File: config.mk
export PLATFORM = sky130hd
export DESIGN_NAME = if_buf_writer
export DESIGN_NICKNAME = d
export VERILOG_FILES = /design/src/rtl/if_buf_writer_pkg.sv /design/src/rtl/if_buf_writer_skid.sv /design/src/rtl/if_buf_writer.sv
export SDC_FILE = /design/constraint.sdc
export NUM_CORES = 1
export LEC_CHECK = 0
export CORE_MARGIN = 2
export CORE_UTILIZATION = 59
export CTS_CLUSTER_DIAMETER = 50
export CTS_CLUSTER_SIZE = 25
export DETAILED_ROUTE_END_ITERATION = 8
export PLACE_DENSITY = 0.86
export SYNTH_ARGS = -nofsm -noshare
export SYNTH_HDL_FRONTEND = slang
export SYNTH_HIERARCHICAL = 1
export SYNTH_SLANG_ARGS = --single-unit
File: constraint.sdc
create_clock -name clk -period 6.3 [get_ports clk]
set_clock_uncertainty 0.2 [all_clocks]
set_input_delay 1.26 -clock clk [delete_from_list [all_inputs] [get_ports clk]]
set_output_delay 1.26 -clock clk [all_outputs]
set_load 0.01 [all_outputs]
File: src/rtl/if_buf_writer_pkg.sv
// Shared definitions for the IF buffer writer: flag bit positions above the data word and FSM encoding.
package if_buf_writer_pkg;

    localparam int unsigned EOR_BIT = 0;
    localparam int unsigned EOF_BIT = 1;
    localparam int unsigned FLAG_W  = 2;

    typedef enum logic [1:0] {
        ST_IDLE  = 2'd0,
        ST_RUN   = 2'd1,
        ST_DRAIN = 2'd2
    } state_t;

endpackage

File: src/rtl/if_buf_writer_skid.sv
// Two-entry skid FIFO between memory read data and the IF buffer; head is the oldest entry.
module if_buf_writer_skid
    import if_buf_writer_pkg::*;
#(
    parameter int unsigned WIDTH = 8 + FLAG_W
) (
    input  logic             clk,
    input  logic             rst,
    input  logic             push,
    input  logic [WIDTH-1:0] push_data,
    input  logic             pop,
    output logic [WIDTH-1:0] head,
    output logic [1:0]       occ
);

    logic [WIDTH-1:0] tail;

    always_ff @(posedge clk) begin
        if (rst) begin
            head <= '0;
            tail <= '0;
            occ  <= '0;
        end else begin
            case ({push, pop})
                2'b10: begin
                    if (occ == 2'd0) head <= push_data;
                    else             tail <= push_data;
                    occ <= occ + 2'd1;
                end
                2'b01: begin
                    head <= tail;
                    occ  <= occ - 2'd1;
                end
                // Arrival and pop together keep occupancy; data shifts toward the head.
                2'b11: begin
                    if (occ == 2'd1) begin
                        head <= push_data;
                    end else begin
                        head <= tail;
                        tail <= push_data;
                    end
                end
                default: ;
            endcase
        end
    end

endmodule

File: src/rtl/if_buf_writer.sv
// Fetches a 2-D feature-map tile row by row and pushes {eof, eor, data} words into the IF buffer.
// Optional stall counter output enabled by defining IF_BUF_WRITER_STALL_CNT_EN.
module if_buf_writer
    import if_buf_writer_pkg::*;
#(
    parameter int unsigned DATA_WIDTH   = 8,
    parameter int unsigned MEM_ADDR_LEN = 16,
    parameter int unsigned DIM_LEN      = 8
) (
`ifdef IF_BUF_WRITER_STALL_CNT_EN
    output logic [31:0]               stall_cycles,
`endif
    input  logic                      clk,
    input  logic                      rst,
    input  logic                      start,
    input  logic [MEM_ADDR_LEN-1:0]   base_addr,
    input  logic [DIM_LEN-1:0]        row_len,
    input  logic [DIM_LEN-1:0]        row_count,
    input  logic [DIM_LEN-1:0]        row_pitch,
    output logic                      mem_ren,
    output logic [MEM_ADDR_LEN-1:0]   mem_addr,
    input  logic [DATA_WIDTH-1:0]     mem_rdata,
    input  logic                      IF_buf_full,
    output logic                      IF_buf_write,
    output logic [DATA_WIDTH+1:0]     IF_buf_outval,
    output logic                      busy,
    output logic                      done
);

    localparam int unsigned OUT_W = DATA_WIDTH + FLAG_W;

    state_t                  state;
    logic [MEM_ADDR_LEN-1:0] row_base;
    logic [DIM_LEN-1:0]      col;
    logic [DIM_LEN-1:0]      row;
    logic [DIM_LEN-1:0]      len_q;
    logic [DIM_LEN-1:0]      cnt_q;
    logic [DIM_LEN-1:0]      pitch_q;
    logic                    inflight;
    logic [FLAG_W-1:0]       flags_q;
    logic [FLAG_W-1:0]       issue_flags;
    logic                    last_col;
    logic                    last_row;
    logic [1:0]              occ;
    logic [2:0]              pending;

    // pending is the skid occupancy plus in-flight read as it will stand next cycle.
    always_comb begin
        last_col     = (col == len_q - DIM_LEN'(1));
        last_row     = (row == cnt_q - DIM_LEN'(1));
        issue_flags  = '0;
        issue_flags[EOR_BIT] = last_col;
        issue_flags[EOF_BIT] = last_col && last_row;
        IF_buf_write = (occ != 2'd0) && !IF_buf_full;
        pending      = 3'(occ) + 3'(inflight) - 3'(IF_buf_write);
        mem_ren      = (state == ST_RUN) && (pending < 3'd2);
        mem_addr     = row_base + MEM_ADDR_LEN'(col);
    end

    if_buf_writer_skid #(.WIDTH(OUT_W)) u_skid (
        .clk       (clk),
        .rst       (rst),
        .push      (inflight),
        .push_data ({flags_q, mem_rdata}),
        .pop       (IF_buf_write),
        .head      (IF_buf_outval),
        .occ       (occ)
    );

    always_ff @(posedge clk) begin
        if (rst) begin
            state    <= ST_IDLE;
            busy     <= 1'b0;
            done     <= 1'b0;
            row_base <= '0;
            col      <= '0;
            row      <= '0;
            len_q    <= '0;
            cnt_q    <= '0;
            pitch_q  <= '0;
            inflight <= 1'b0;
            flags_q  <= '0;
        end else begin
            done     <= 1'b0;
            inflight <= mem_ren;
            if (mem_ren) flags_q <= issue_flags;
            case (state)
                ST_IDLE: begin
                    if (start) begin
                        row_base <= base_addr;
                        col      <= '0;
                        row      <= '0;
                        len_q    <= row_len;
                        cnt_q    <= row_count;
                        pitch_q  <= row_pitch;
                        if (row_len == '0 || row_count == '0) begin
                            done <= 1'b1;
                        end else begin
                            state <= ST_RUN;
                            busy  <= 1'b1;
                        end
                    end
                end
                ST_RUN: begin
                    if (mem_ren) begin
                        if (last_col) begin
                            col      <= '0;
                            row      <= row + DIM_LEN'(1);
                            row_base <= row_base + MEM_ADDR_LEN'(pitch_q);
                        end else begin
                            col <= col + DIM_LEN'(1);
                        end
                        if (last_col && last_row) state <= ST_DRAIN;
                    end
                end
                ST_DRAIN: begin
                    if (pending == 3'd0) begin
                        state <= ST_IDLE;
                        busy  <= 1'b0;
                        done  <= 1'b1;
                    end
                end
                default: state <= ST_IDLE;
            endcase
        end
    end

`ifdef IF_BUF_WRITER_STALL_CNT_EN
    // Cycles where the skid holds data but the IF buffer refuses it; saturating.
    always_ff @(posedge clk) begin
        if (rst) begin
            stall_cycles <= '0;
        end else if (state == ST_IDLE && start) begin
            stall_cycles <= '0;
        end else if (occ != 2'd0 && IF_buf_full && stall_cycles != '1) begin
            stall_cycles <= stall_cycles + 32'd1;
        end
    end
`endif

endmodule
==> flow_metrics.py <==
metrics = {
    "pwr": {
        "p_sw_uw": 729.1,
        "peakVddDrop_v": 0.0001579,
        "powerDensity_nw_per_um2": 312.2,
        "switching_share_pct": 36.87,
        "clkPwrFrac_pct": 24.1,
        "seqPwrFrac_pct": 35.3,
        "power.leakage_nw": 2.355,
        "p_comb_share_pct": 40.6,
        "p_int_mw": 1.249,
    },
    "critical_path": {
        "required_ns": 4.84,
        "arrival_ns": 4.15,
        "endpoint_kind": "output port",
        "rr_worst_depth": 14,
        "worst_setup_path_start_kind": "input port",
        "cp_max_fo": 5,
        "reg2reg_from": "u_skid/occ[0]",
        "critPathKind": "input port to output port",
        "cp-startpoint": "IF_buf_full",
    },
    "yosys": {
        "syn_nets": 764,
        "ys_seq_elements": 85,
        "synth_cell_types": 59,
        "synthesis.area_um2": 5255,
        "synth_top_area_cell": "dfxtp_1",
        "yosysSeqAreaShare_pct": 32.38,
        "synthCells": 682,
        "synth_area_leaders": "dfxtp_1, a21oi_1, ha_1",
        "synth_edf_count": 0,
        "ys.warnings.count": 6,
        "syn_area_per_cell_um2": 7.705,
        "synthArstFlopShare_pct": 0,
        "synth_flop_cell": "dfxtp_1",
        "synth_commonest_cells": "dfxtp_1, a21oi_1, nand2_1, o21ai_0, nor2_1",
        "synth_top_cell_area_share_pct": 32.38,
        "synth.most_common_cell": "dfxtp_1",
    },
    "drt": {
        "drcViolationCount": 0,
        "drt-pass1-iter-count": 5,
        "wl_mm": 14.08,
        "wl_per_cell_um": 16.45,
        "vias": 5342,
        "via_per_inst": 6.241,
        "drtAntennaViolNets": 0,
        "drtIter0Drc": 366,
    },
    "place": {
        "pre_cts_ws_ns": 0.7213,
        "portBuffers": 81,
        "routabilityCongestion": 0.9028,
        "placed_area_um2": 6090,
        "dp.cells": 840,
        "hpwl_mm": 9.832,
    },
    "final_layout": {
        "areaGrowthSynthToFinish_pct": 20.55,
        "fillers": 690,
        "nets": 825,
        "final_cells": 856,
        "num_antenna_cells": 0,
        "layout-drive-gt1-share_pct": 4.947,
        "fin_area_um2": 6335,
        "final_util_pct": 73.00,
    },
    "floorplanning": {
        "pin_count": 82,
        "die_h_um": 98.38,
        "dieArea_um2": 9678,
        "core_area_um2": 8678,
        "rows": 34,
        "initial_core_util_pct": 60.55,
        "dieWidth_um": 98.38,
    },
    "cts": {
        "cts_buffers": 9,
        "htree_levels": 3,
        "hold_buffers": 0,
        "cts_tree": "built",
        "cts_root_buffer": "clkbuf_8",
        "clockBufferDepth": 2,
        "post_cts_buffers": 0,
        "clkTransAtPathRegs_ns": 0.08,
        "clkSinkCount": 85,
        "clk_latency_ns": 0.37,
        "cts.repair.resized": 0,
    },
    "sta": {
        "setup_slack_ns": 0.6921,
        "worstMarginPinSlew_ns": 0.9643,
        "slew_viol_final": 0,
        "max-slew-margin-rel_pct": 35.17,
        "hold_viol_final": 0,
        "max_freq_mhz": 178.3,
        "rsz0062_at_grt": "no",
        "period_share_pct": 89.01,
        "fin_crit_ns": 5.608,
        "setup_viol": 0,
        "tns_ns": 0,
    },
    "hold_path": {
        "hp-class": "register to register",
        "hold_depth": 2,
        "hp-start": "pitch_q[0]",
    },
    "grt": {
        "track_usage_pct": 29.47,
        "grt_pass1_wl_mm": 23.60,
        "grt_pass1_vias": 5122,
        "grt-ovfl-total": 0,
        "grt_max_degree": 59,
        "antenna_found_initial": 0,
    },
    "job": {
        "drv_cap": 0,
    },
    "status": {
        "status": "finished clean",
    },
}
layer usage:
metal	GRT usage, %	vias up	part of all wire (%)
li1	-	2577	-
met3	5.798	33	7.2
met4	9.905	0	2.1
met2	48.93	231	48
met1	38.50	2501	43
met5	0	-	0
critical path, stage by stage:
cell	delay, ns
clkdlybuf4s50_1	0.41
a21oi_1	0.33
ha_1	0.30
inv_1	0.06
ha_1	0.15
fa_1	0.42
nand2b_1	0.19
or2_2	0.32
inv_1	0.15
clkdlybuf4s50_1	0.56
power groups by stage:
stage / Clock [mW] / Combinational, mW / Sequential, mW
finish: 0.477 / 0.803 / 0.698
global route: 0.509 / 0.882 / 0.708
floorplan: 0 / 0.503 / 0.703
global placement: 0 / 0.757 / 0.702
CTS: 0.479 / 0.797 / 0.695
detailed placement: 0 / 0.787 / 0.708
cells by family (layout without fill, tap and decap cells):
| family | after synthesis | after routing | share of synthesized area [%] |
|---|---|---|---|
| AOI/OAI and AO/OA | 219 | 219 | 26.05 |
| xor gates and xnor gates | 39 | 39 | 6.500 |
| adders and majority gates | 30 | 30 | 7.571 |
| buffers and inverters | 71 | 137 | 5.500 |
| DFF | 85 | 85 | 32.38 |
| muxes | 2 | 2 | 0.3810 |
| and+or+nand+nor | 236 | 236 | 21.62 |
path summary, 6_finish.rpt:
path / end / slack, ns
worst max-delay path: mem_ren / 0.69
worst min-delay path: pitch_q[0] / 0.27
worst max register to register: row_base[3] / 2.42
worst min register to register: pitch_q[0] / 0.27
metrics by stage:
step / power, mW / hold WS (ns)
finish: 1.978 / 0.2660
global route: 2.099 / 0.2877
CTS: 1.971 / 0.2677
detailed placement: 1.496 / 0.2558
global placement: 1.459 / 0.2536
floorplan: 1.206 / 0.2400
cells in the final DEF, fill, tap and decap left out, types with 4 or more instances in the layout:
master	count
dfxtp_1	85
a21oi_1	84
clkdlybuf4s50_1	80
nand2_1	78
o21ai_0	51
nor2_1	39
inv_1	32
nand3_1	31
ha_1	27
xnor2_1	24
nor3_1	19
a311oi_1	16
xor2_1	15
nor4_1	15
nand2b_1	11
nor2b_1	9
clkbuf_8	9
and3_1	8
a211oi_1	8
buf_4	8
o31ai_1	7
a21o_1	6
a31oi_1	6
a211o_1	6
or2_2	5
nand4_1	4
a22o_1	4
or3_1	4
o21a_1	4
sequential cells by signal (all words and copies together) (netlist names), 8 cells and up:
signal,count
col,8
pitch_q,8
u_skid/head,10
row,8
len_q,8
row_base,16
cnt_q,8
u_skid/tail,10
area by class of cell:
cell class	count	area, µm²	share of cell area [%]
Multi-Input combinational cell	526	3267	51.57
Clock inverter	7	121.4	1.916
Clock buffer	9	123.9	1.955
Tap cell	108	135.1	2.133
Inverter	32	120.1	1.896
Sequential cell	85	1702	26.86
Timing Repair Buffer	89	865.8	13.67
Power figures use the tool's default switching activity.
